## config.mk

```make
export PLATFORM = sky130hd
export DESIGN_NAME = mac_pipeline_multi
export DESIGN_NICKNAME = d
export VERILOG_FILES = /design/src/rtl/mac_pipeline_multi_pkg.sv /design/src/rtl/mac_pipeline_multi_product_tree.sv /design/src/rtl/mac_pipeline_multi.sv
export SDC_FILE = /design/constraint.sdc
export NUM_CORES = 1
export LEC_CHECK = 0
export CAP_MARGIN = 20
export CORE_ASPECT_RATIO = 1.25
export CORE_MARGIN = 2
export CORE_UTILIZATION = 48
export DETAILED_ROUTE_END_ITERATION = 16
export GPL_ROUTABILITY_DRIVEN = 0
export PLACE_DENSITY = 0.71
export SLEW_MARGIN = 20
export SYNTH_ARGS = -nofsm -noshare
export SYNTH_HDL_FRONTEND = slang
export SYNTH_SLANG_ARGS = --single-unit
```

## constraint.sdc

```tcl
create_clock -name clk -period 5 [get_ports clk]
set_input_delay 1 -clock clk [delete_from_list [all_inputs] [get_ports clk]]
set_output_delay 1 -clock clk [all_outputs]
set_load 0.03 [all_outputs]
```

## src/rtl/mac_pipeline_multi_pkg.sv

```systemverilog
// Shared definitions for the multi-lane MAC pipeline.
//   clog2        : ceiling log2 used for adder-tree growth
//   prod_width   : width of one lane product (2*WIDTH)
//   sum_width    : width of the reduced lane sum (2*WIDTH + clog2(LANES))
//   tag_t        : per-beat control bundle carried alongside the datapath
package mac_pipeline_multi_pkg;

    function automatic int clog2(input int n);
        int r;
        r = 0;
        for (int i = 0; i < 31; i++) begin
            if ((1 << i) < n) r = i + 1;
        end
        return r;
    endfunction

    function automatic int prod_width(input int width);
        return 2 * width;
    endfunction

    function automatic int sum_width(input int width, input int lanes);
        return 2 * width + clog2(lanes);
    endfunction

    typedef struct packed {
        logic valid;
        logic clr;
        logic done;
    } tag_t;

endpackage

```

## src/rtl/mac_pipeline_multi_product_tree.sv

```systemverilog
// Datapath front end: LANES unsigned multipliers (registered as S1) and a
// binary adder tree over the registered products (registered as S2).
//   clk, rst      : clock, async active-high reset
//   stall         : hold both register stages
//   filter, ifmap : LANES packed operands, lane k at [k*WIDTH +: WIDTH]
//   sum           : registered S2 lane sum, SUM_W bits
module mac_pipeline_multi_product_tree
    import mac_pipeline_multi_pkg::*;
#(
    parameter int WIDTH = 8,
    parameter int LANES = 4,
    localparam int SUM_W = sum_width(WIDTH, LANES)
) (
    input  logic                   clk,
    input  logic                   rst,
    input  logic                   stall,
    input  logic [LANES*WIDTH-1:0] filter,
    input  logic [LANES*WIDTH-1:0] ifmap,
    output logic [SUM_W-1:0]       sum
);

    localparam int PROD_W = prod_width(WIDTH);

    logic [LANES-1:0][PROD_W-1:0] prod_d;
    logic [LANES-1:0][PROD_W-1:0] prod_q;
    // Heap-ordered tree: node[1] is the root, leaves sit at LANES..2*LANES-1.
    logic [SUM_W-1:0]             node [1:2*LANES-1];
    logic [SUM_W-1:0]             tree_sum;

    always_comb begin
        for (int k = 0; k < LANES; k++) begin
            prod_d[k] = PROD_W'(filter[k*WIDTH +: WIDTH]) * PROD_W'(ifmap[k*WIDTH +: WIDTH]);
        end
    end

    // Sum never exceeds SUM_W bits, so no carry is lost at any node.
    always_comb begin
        for (int i = 1; i < 2 * LANES; i++) node[i] = '0;
        for (int k = 0; k < LANES; k++) node[LANES+k] = SUM_W'(prod_q[k]);
        for (int i = LANES - 1; i >= 1; i--) node[i] = node[2*i] + node[2*i+1];
    end

    assign tree_sum = node[1];

    always_ff @(posedge clk or posedge rst) begin
        if (rst) begin
            prod_q <= '0;
            sum    <= '0;
        end else if (!stall) begin
            prod_q <= prod_d;
            sum    <= tree_sum;
        end
    end

endmodule

```

## src/rtl/mac_pipeline_multi.sv

```systemverilog
// Multi-lane multiply-accumulate pipeline for the PE datapath.
// Three register stages: products (S1), lane sum (S2), accumulator (S3).
//   clk, rst       : clock, async active-high reset
//   run            : operand beat valid
//   clr_pipe_in    : beat starts a new accumulation (with run)
//   done_psum_in   : beat ends the accumulation (with run)
//   stall          : freeze every stage, inputs ignored
//   sat_en         : clamp (1) or wrap (0) on accumulator overflow
//   Filter, IFMap  : LANES packed unsigned operands
//   Psum           : accumulator value
//   psum_valid     : Psum updated by a beat
//   done_psum      : Psum holds the final value of an accumulation
//   overflow       : sticky overflow since the last clr beat
module mac_pipeline_multi
    import mac_pipeline_multi_pkg::*;
#(
    parameter int WIDTH     = 8,
    parameter int LANES     = 4,
    parameter int ACC_WIDTH = 24
) (
    input  logic                   clk,
    input  logic                   rst,
    input  logic                   run,
    input  logic                   clr_pipe_in,
    input  logic                   done_psum_in,
    input  logic                   stall,
    input  logic                   sat_en,
    input  logic [LANES*WIDTH-1:0] Filter,
    input  logic [LANES*WIDTH-1:0] IFMap,
    output logic [ACC_WIDTH-1:0]   Psum,
    output logic                   psum_valid,
    output logic                   done_psum,
    output logic                   overflow
);

    localparam int SUM_W  = sum_width(WIDTH, LANES);
    localparam int ACC_W1 = ACC_WIDTH + 1;

    if (ACC_WIDTH < SUM_W) begin : g_bad_acc
        $error("mac_pipeline_multi: ACC_WIDTH must be >= 2*WIDTH+clog2(LANES)");
    end
    if (LANES < 1 || LANES > 16 || (LANES & (LANES - 1)) != 0) begin : g_bad_lanes
        $error("mac_pipeline_multi: LANES must be a power of two in 1..16");
    end

    logic [SUM_W-1:0]  sum_s2;
    tag_t              tag_s1;
    tag_t              tag_s2;
    logic [ACC_W1-1:0] acc_next;
    logic              acc_ovf;

    mac_pipeline_multi_product_tree #(
        .WIDTH (WIDTH),
        .LANES (LANES)
    ) u_tree (
        .clk    (clk),
        .rst    (rst),
        .stall  (stall),
        .filter (Filter),
        .ifmap  (IFMap),
        .sum    (sum_s2)
    );

    // One extra bit on the add exposes the carry used for overflow.
    always_comb begin
        if (tag_s2.clr) acc_next = ACC_W1'(sum_s2);
        else            acc_next = {1'b0, Psum} + ACC_W1'(sum_s2);
        acc_ovf = acc_next[ACC_WIDTH];
    end

    always_ff @(posedge clk or posedge rst) begin
        if (rst) begin
            tag_s1     <= '0;
            tag_s2     <= '0;
            Psum       <= '0;
            psum_valid <= 1'b0;
            done_psum  <= 1'b0;
            overflow   <= 1'b0;
        end else if (!stall) begin
            // clr/done are only meaningful on a valid beat.
            tag_s1     <= '{valid: run, clr: run & clr_pipe_in, done: run & done_psum_in};
            tag_s2     <= tag_s1;
            psum_valid <= tag_s2.valid;
            done_psum  <= tag_s2.valid & tag_s2.done;
            if (tag_s2.valid) begin
                if (acc_ovf && sat_en) Psum <= '1;
                else                   Psum <= acc_next[ACC_WIDTH-1:0];
                // A clr beat restarts the sticky flag from its own result.
                overflow <= (overflow & ~tag_s2.clr) | acc_ovf;
            end
        end
    end

endmodule

```

### After elaboration in Yosys (flattened, before gate mapping)

Index checks and enable logic that the tools add are counted.

* bits in registers: 115
* input port bits: 71
* output and inout bits: 27
* logic and storage cells: 34

* add/sub/neg operators: 4
* multipliers: 4
* mux-type cells: 2
* bitwise logic cells: 7
* reduce and logical (&&, ||, !) cells: 2

Operator list (count)
* multiplier 8 x 8 -> 16 bit: 4
* adder 16 x 16 -> 17 bit: 2
* adder 24 x 18 -> 25 bit: 1
* two-way mux 25 bit: 1
* two-way mux 24 bit: 1
* adder 18 bit: 1
* AND 1 bit: 4
* NOT 1 bit: 2
* AND reduction 2 bit: 1
* logical AND 1 bit: 1
* OR 1 bit: 1

### Longest topological paths before layout

* depth after elaboration: 4
* gate-level depth with buffers: 18
* mapped depth without buffers: 18

### Modules after synthesis

Synthesis repeated with hierarchy kept, for this count alone.

* cells, all modules: 1649
* area total of the unflattened synthesis: 15219.6 sq um

By module, submodules not included
* mac_pipeline_multi_product_tree: instances 1, cells an instance 1338, area each 12565.8 sq um, seq. area each 2052.0 sq um
* mac_pipeline_multi: instances 1, cells an instance 311, area each 2653.8 sq um, seq. area each 825.8 sq um

### Worst setup path before layout

OpenSTA, ideal clock, no wires.

* kind: input -> register
* start point: input port IFMap[2]
* end point: register u_tree.prod_q (netlist bit u_tree.node[69])
* setup time: 0.125 ns
* arrival time: 4.685 ns
* data required time: 4.875 ns
* setup slack: 0.190 ns
* stages: 16
* buffers on the path: 0
* path through: and2_1 fa_1 inv_1 fa_1 inv_1 fa_1 inv_1 fa_1 inv_1 ha_1 a21boi_0 o211ai_1 a21oi_1 o31ai_1 xnor2_1 mux2_2

* word-level cells in the longest chain between the ends: 1

RTL lines
* from (decl): RTL line mac_pipeline_multi.sv:29 `input logic [LANES*WIDTH-1:0] IFMap,`
* multiplier 8 x 8 -> 16 bit: RTL line mac_pipeline_multi_product_tree.sv:32 `prod_d[k] = PROD_W'(filter[k*WIDTH +: WIDTH]) * PROD_W'(ifmap[k*WIDTH +: WIDTH]);`
* to (signal assigned): RTL line mac_pipeline_multi_product_tree.sv:50 `prod_q <= prod_d;`
* to (decl): RTL line mac_pipeline_multi_product_tree.sv:25 `logic [LANES-1:0][PROD_W-1:0] prod_q;`

No other way between the ends.
A chain may end at the register's enable or synchronous reset.

### Final worst setup path

* start point: input port Filter[5]
* end point: register u_tree.prod_q (netlist bit u_tree.node[66])

* word-level cells in the longest chain between the ends: 1

RTL lines
* from (decl): RTL line mac_pipeline_multi.sv:28 `input logic [LANES*WIDTH-1:0] Filter,`
* multiplier 8 x 8 -> 16 bit: RTL line mac_pipeline_multi_product_tree.sv:32

No other way between the ends.

==> summary.md <==
| Metric | Value |
|---|---|
| CTS Buf Count | `17` |
| Crit path largest cell delay | `540 ps` |
| Most common cell on crit path | `fa_1` |
| Most common cell after layout, fill and taps aside | `inv_1` |
| Syn avg cell area | `8.83 um^2` |
| TritonCTS clock tree | `yes` |
| Synth area leader | `fa_1` |
| EDFF count, synth | `0` |
| Multi-input combinational cell area | `11700 um^2` |
| Final setup violation count | `0` |
| Crit path required time | `5280 ps` |
| Ys async rst share | `100%` |
| Final wirelength | `33100 um` |
| Clock slew at reported path FFs | `50 ps` |
| Worst relative slew slack | `33.0%` |
| Area growth syn-to-layout | `19.7%` |
| Core Footprint | `31800 um^2` |
| Largest fanout on the critical path | `7` |
| Detailed placer's ending HPWL | `26900 um` |
| Worst IR Drop VDD | `0.000620 V` |
| Post-synthesis sequential area ratio | `18.6%` |
| Placed cells | `2366` |
| WL per Instance | `13.8 um` |
| DIE AREA | `33800 um^2` |
| Clock tree buffer depth | `2` |
| Commonest non-fill, non-tap cells in the layout | `inv_1, ha_1, nand2_1, and2_1, fa_1` |
| Tcrit/Tclk final | `97.8%` |
| Via count | `12650` |
| Worst Hold Class | `reg2reg` |
| Root buf cell | `clkbuf_16` |
| Slew Limit Fails | `0` |
| Die W | `165 um` |
| Post-Synthesis Cells | `1756` |
| DRC Markers | `0` |
| Synthesized cell area | `15500 um^2` |
| Worst setup EP type | `register` |
| CTS Sinks | `115` |
| Gr ovfl total | `0` |
| Top post-synthesis cells by area | `fa_1, dfrtp_1, ha_1` |
| Crit path from | `Filter[5]` |
| Final Power | `11600 uW` |
| Layout cells sized above 1 | `10.9%` |
| # diodes | `0` |
| Max-Cap Viols | `0` |
| Skew final | `10.2 ps` |
| Worst path cell trace | `clkdlybuf4s50_1, buf_4, and2_1, fa_1, inv_1, fa_1, fa_1, fa_1, inv_1, ha_1, a21o_1, a31o_2, a41oi_2, nand2_1, xnor2_2, o21ai_0` |
| First-pass GRT wire length | `56700 um` |
| Largest net degree at the start of global routing | `86` |
| Synth Flop Type | `dfrtp_1` |
| Hold_sp | `psum_valid$_DFFE_PP0N_` |
| Initial antenna violation count | `0` |
| Worst skew pair latency | `430 ps` |
| PortBufs | `97` |
| All-Layer GR Usage | `20.3%` |
| Via density | `5.27` |
| Cell variety after synth | `64` |
| Final hold violations | `0` |
| Worst Tran Pin Value | `1000 ps` |
| Nets@finish | `2406` |
| Status | `finished clean` |
| Vias in the first global route | `12743` |
| Post-synth top area share | `19.1%` |
| Yosys warns | `0` |
| DRT Pass-1 Iters | `5` |
| # fillers | `2793` |
| Worst path slowest cell | `fa_1` |
| Crit start category | `primary input` |
| ANT nets after route | `0` |
| Post-route insts no fill | `2401` |
| Syn Nets | `2186` |
| Max Freq | `205 MHz` |
| Register cell area after layout | `2880 um^2` |
| Core Rows | `73` |
| Critical path type | `in2reg` |
| Post-CTS Hold Buffers | `0` |
| Initial Util | `48.8%` |
| Setup_tns | `0 ps` |
| # IOs | `98` |
| CP arrival | `5160 ps` |
| Initial drt markers | `590` |
| Die Span Y | `205 um` |
| Final min period | `4890 ps` |
| Power per cell area | `627 nW/um^2` |
| Yosys reg bits | `115` |
| LEAKAGE | `0.00944 uW` |
| Max H-tree Level | `4` |
| Reg-to-Reg Start | `u_tree.node[36]$_DFFE_PP0N_` |
-- worst max-delay path, delay by kind of cell --
family          cells  cell delay, ps
fa+ha+maj           5            2260
buf+inv             4             710
simple gates        2             310
compound gates      4             720
xor+xnor            1             150
-- cell families after synthesis --
logic type	share of synthesized area, %
mux	1.77
compound gates	12.8
xor+xnor	4.97
simple gates	19.1
flops	18.6
buf+inv	6.67
fa+ha+maj	36.1
-- state kept, by name, summed over array words and instances (netlist names) --
name / flops
u_tree.node: 64
tag_s2: 3
overflow: 1
u_tree.sum: 18
done_psum: 1
Psum: 24
psum_valid: 1
tag_s1: 3
-- what timing repair did --
item                                   CTS  global route
buffers inserted                         0             3
setup endpoints to repair                1            19
endpoints found under the hold margin    0             0
resized for setup                        0            42
pin swaps                                1            11
-- Yosys cell counts (all sizes together) (36+ instances only) --
library cell,n
inv,232
ha,211
nand2,199
and2,191
fa,148
dfrtp,115
o21ai,101
a21oi,77
nor2,71
xnor2,50
xor2,38
nor3,36
-- power breakdown --
| group | total (uW) | switching, uW | leakage [uW] | internal [uW] |
|---|---|---|---|---|
| clock network | 1220 | 434 | 0.000286 | 789 |
| logic | 8740 | 4750 | 0.00776 | 3990 |
| registers | 1670 | 327 | 0.00139 | 1340 |
-- worst paths after layout --
kind | end | slack, ps | cells after the start
worst max-delay path | u_tree.node[66]$_DFFE_PP0N_ | 110 | 16
worst min-delay path | psum_valid$_DFFE_PP0N_ | 480 | 2
worst max register to register | u_tree.sum[16]$_DFFE_PP0N_ | 670 | 18
worst min register to register | psum_valid$_DFFE_PP0N_ | 480 | 2
max in group asynchronous | u_tree.node[65]$_DFFE_PP0N_ | 3100 | 3
min in group asynchronous | Psum[1]$_DFFE_PP0P_ | 990 | 2
-- metrics by stage --
stage / hold slack, ps / utilization [%] / setup WS [ps] / instance area, um^2
finish: 483 / 58.4 / 112 / 18600
global route: 514 / 58.4 / -154 / 18600
CTS: 488 / 58.0 / 11.2 / 18400
detailed placement: 473 / 56.1 / -455 / 17800
global placement: 463 / 56.1 / -422 / 17800
floorplan: 449 / - / 190 / 15500
-- layer usage --
metal  GRT usage, %  share of wire, %
met5              0                 0
met4           6.09               2.1
met3           2.09               2.4
met2           36.9                52
met1           25.2                44
-- cell type report --
cell class                      count  area share, %
Tap cell                          412           2.78
Timing Repair Buffer              234           11.1
Multi-Input combinational cell   1376           62.8
Inverter                          232           4.71
Clock inverter                     11          0.728
Sequential cell                   115           15.5
Clock buffer                       21           2.43
(Power assumes the default switching activity.)
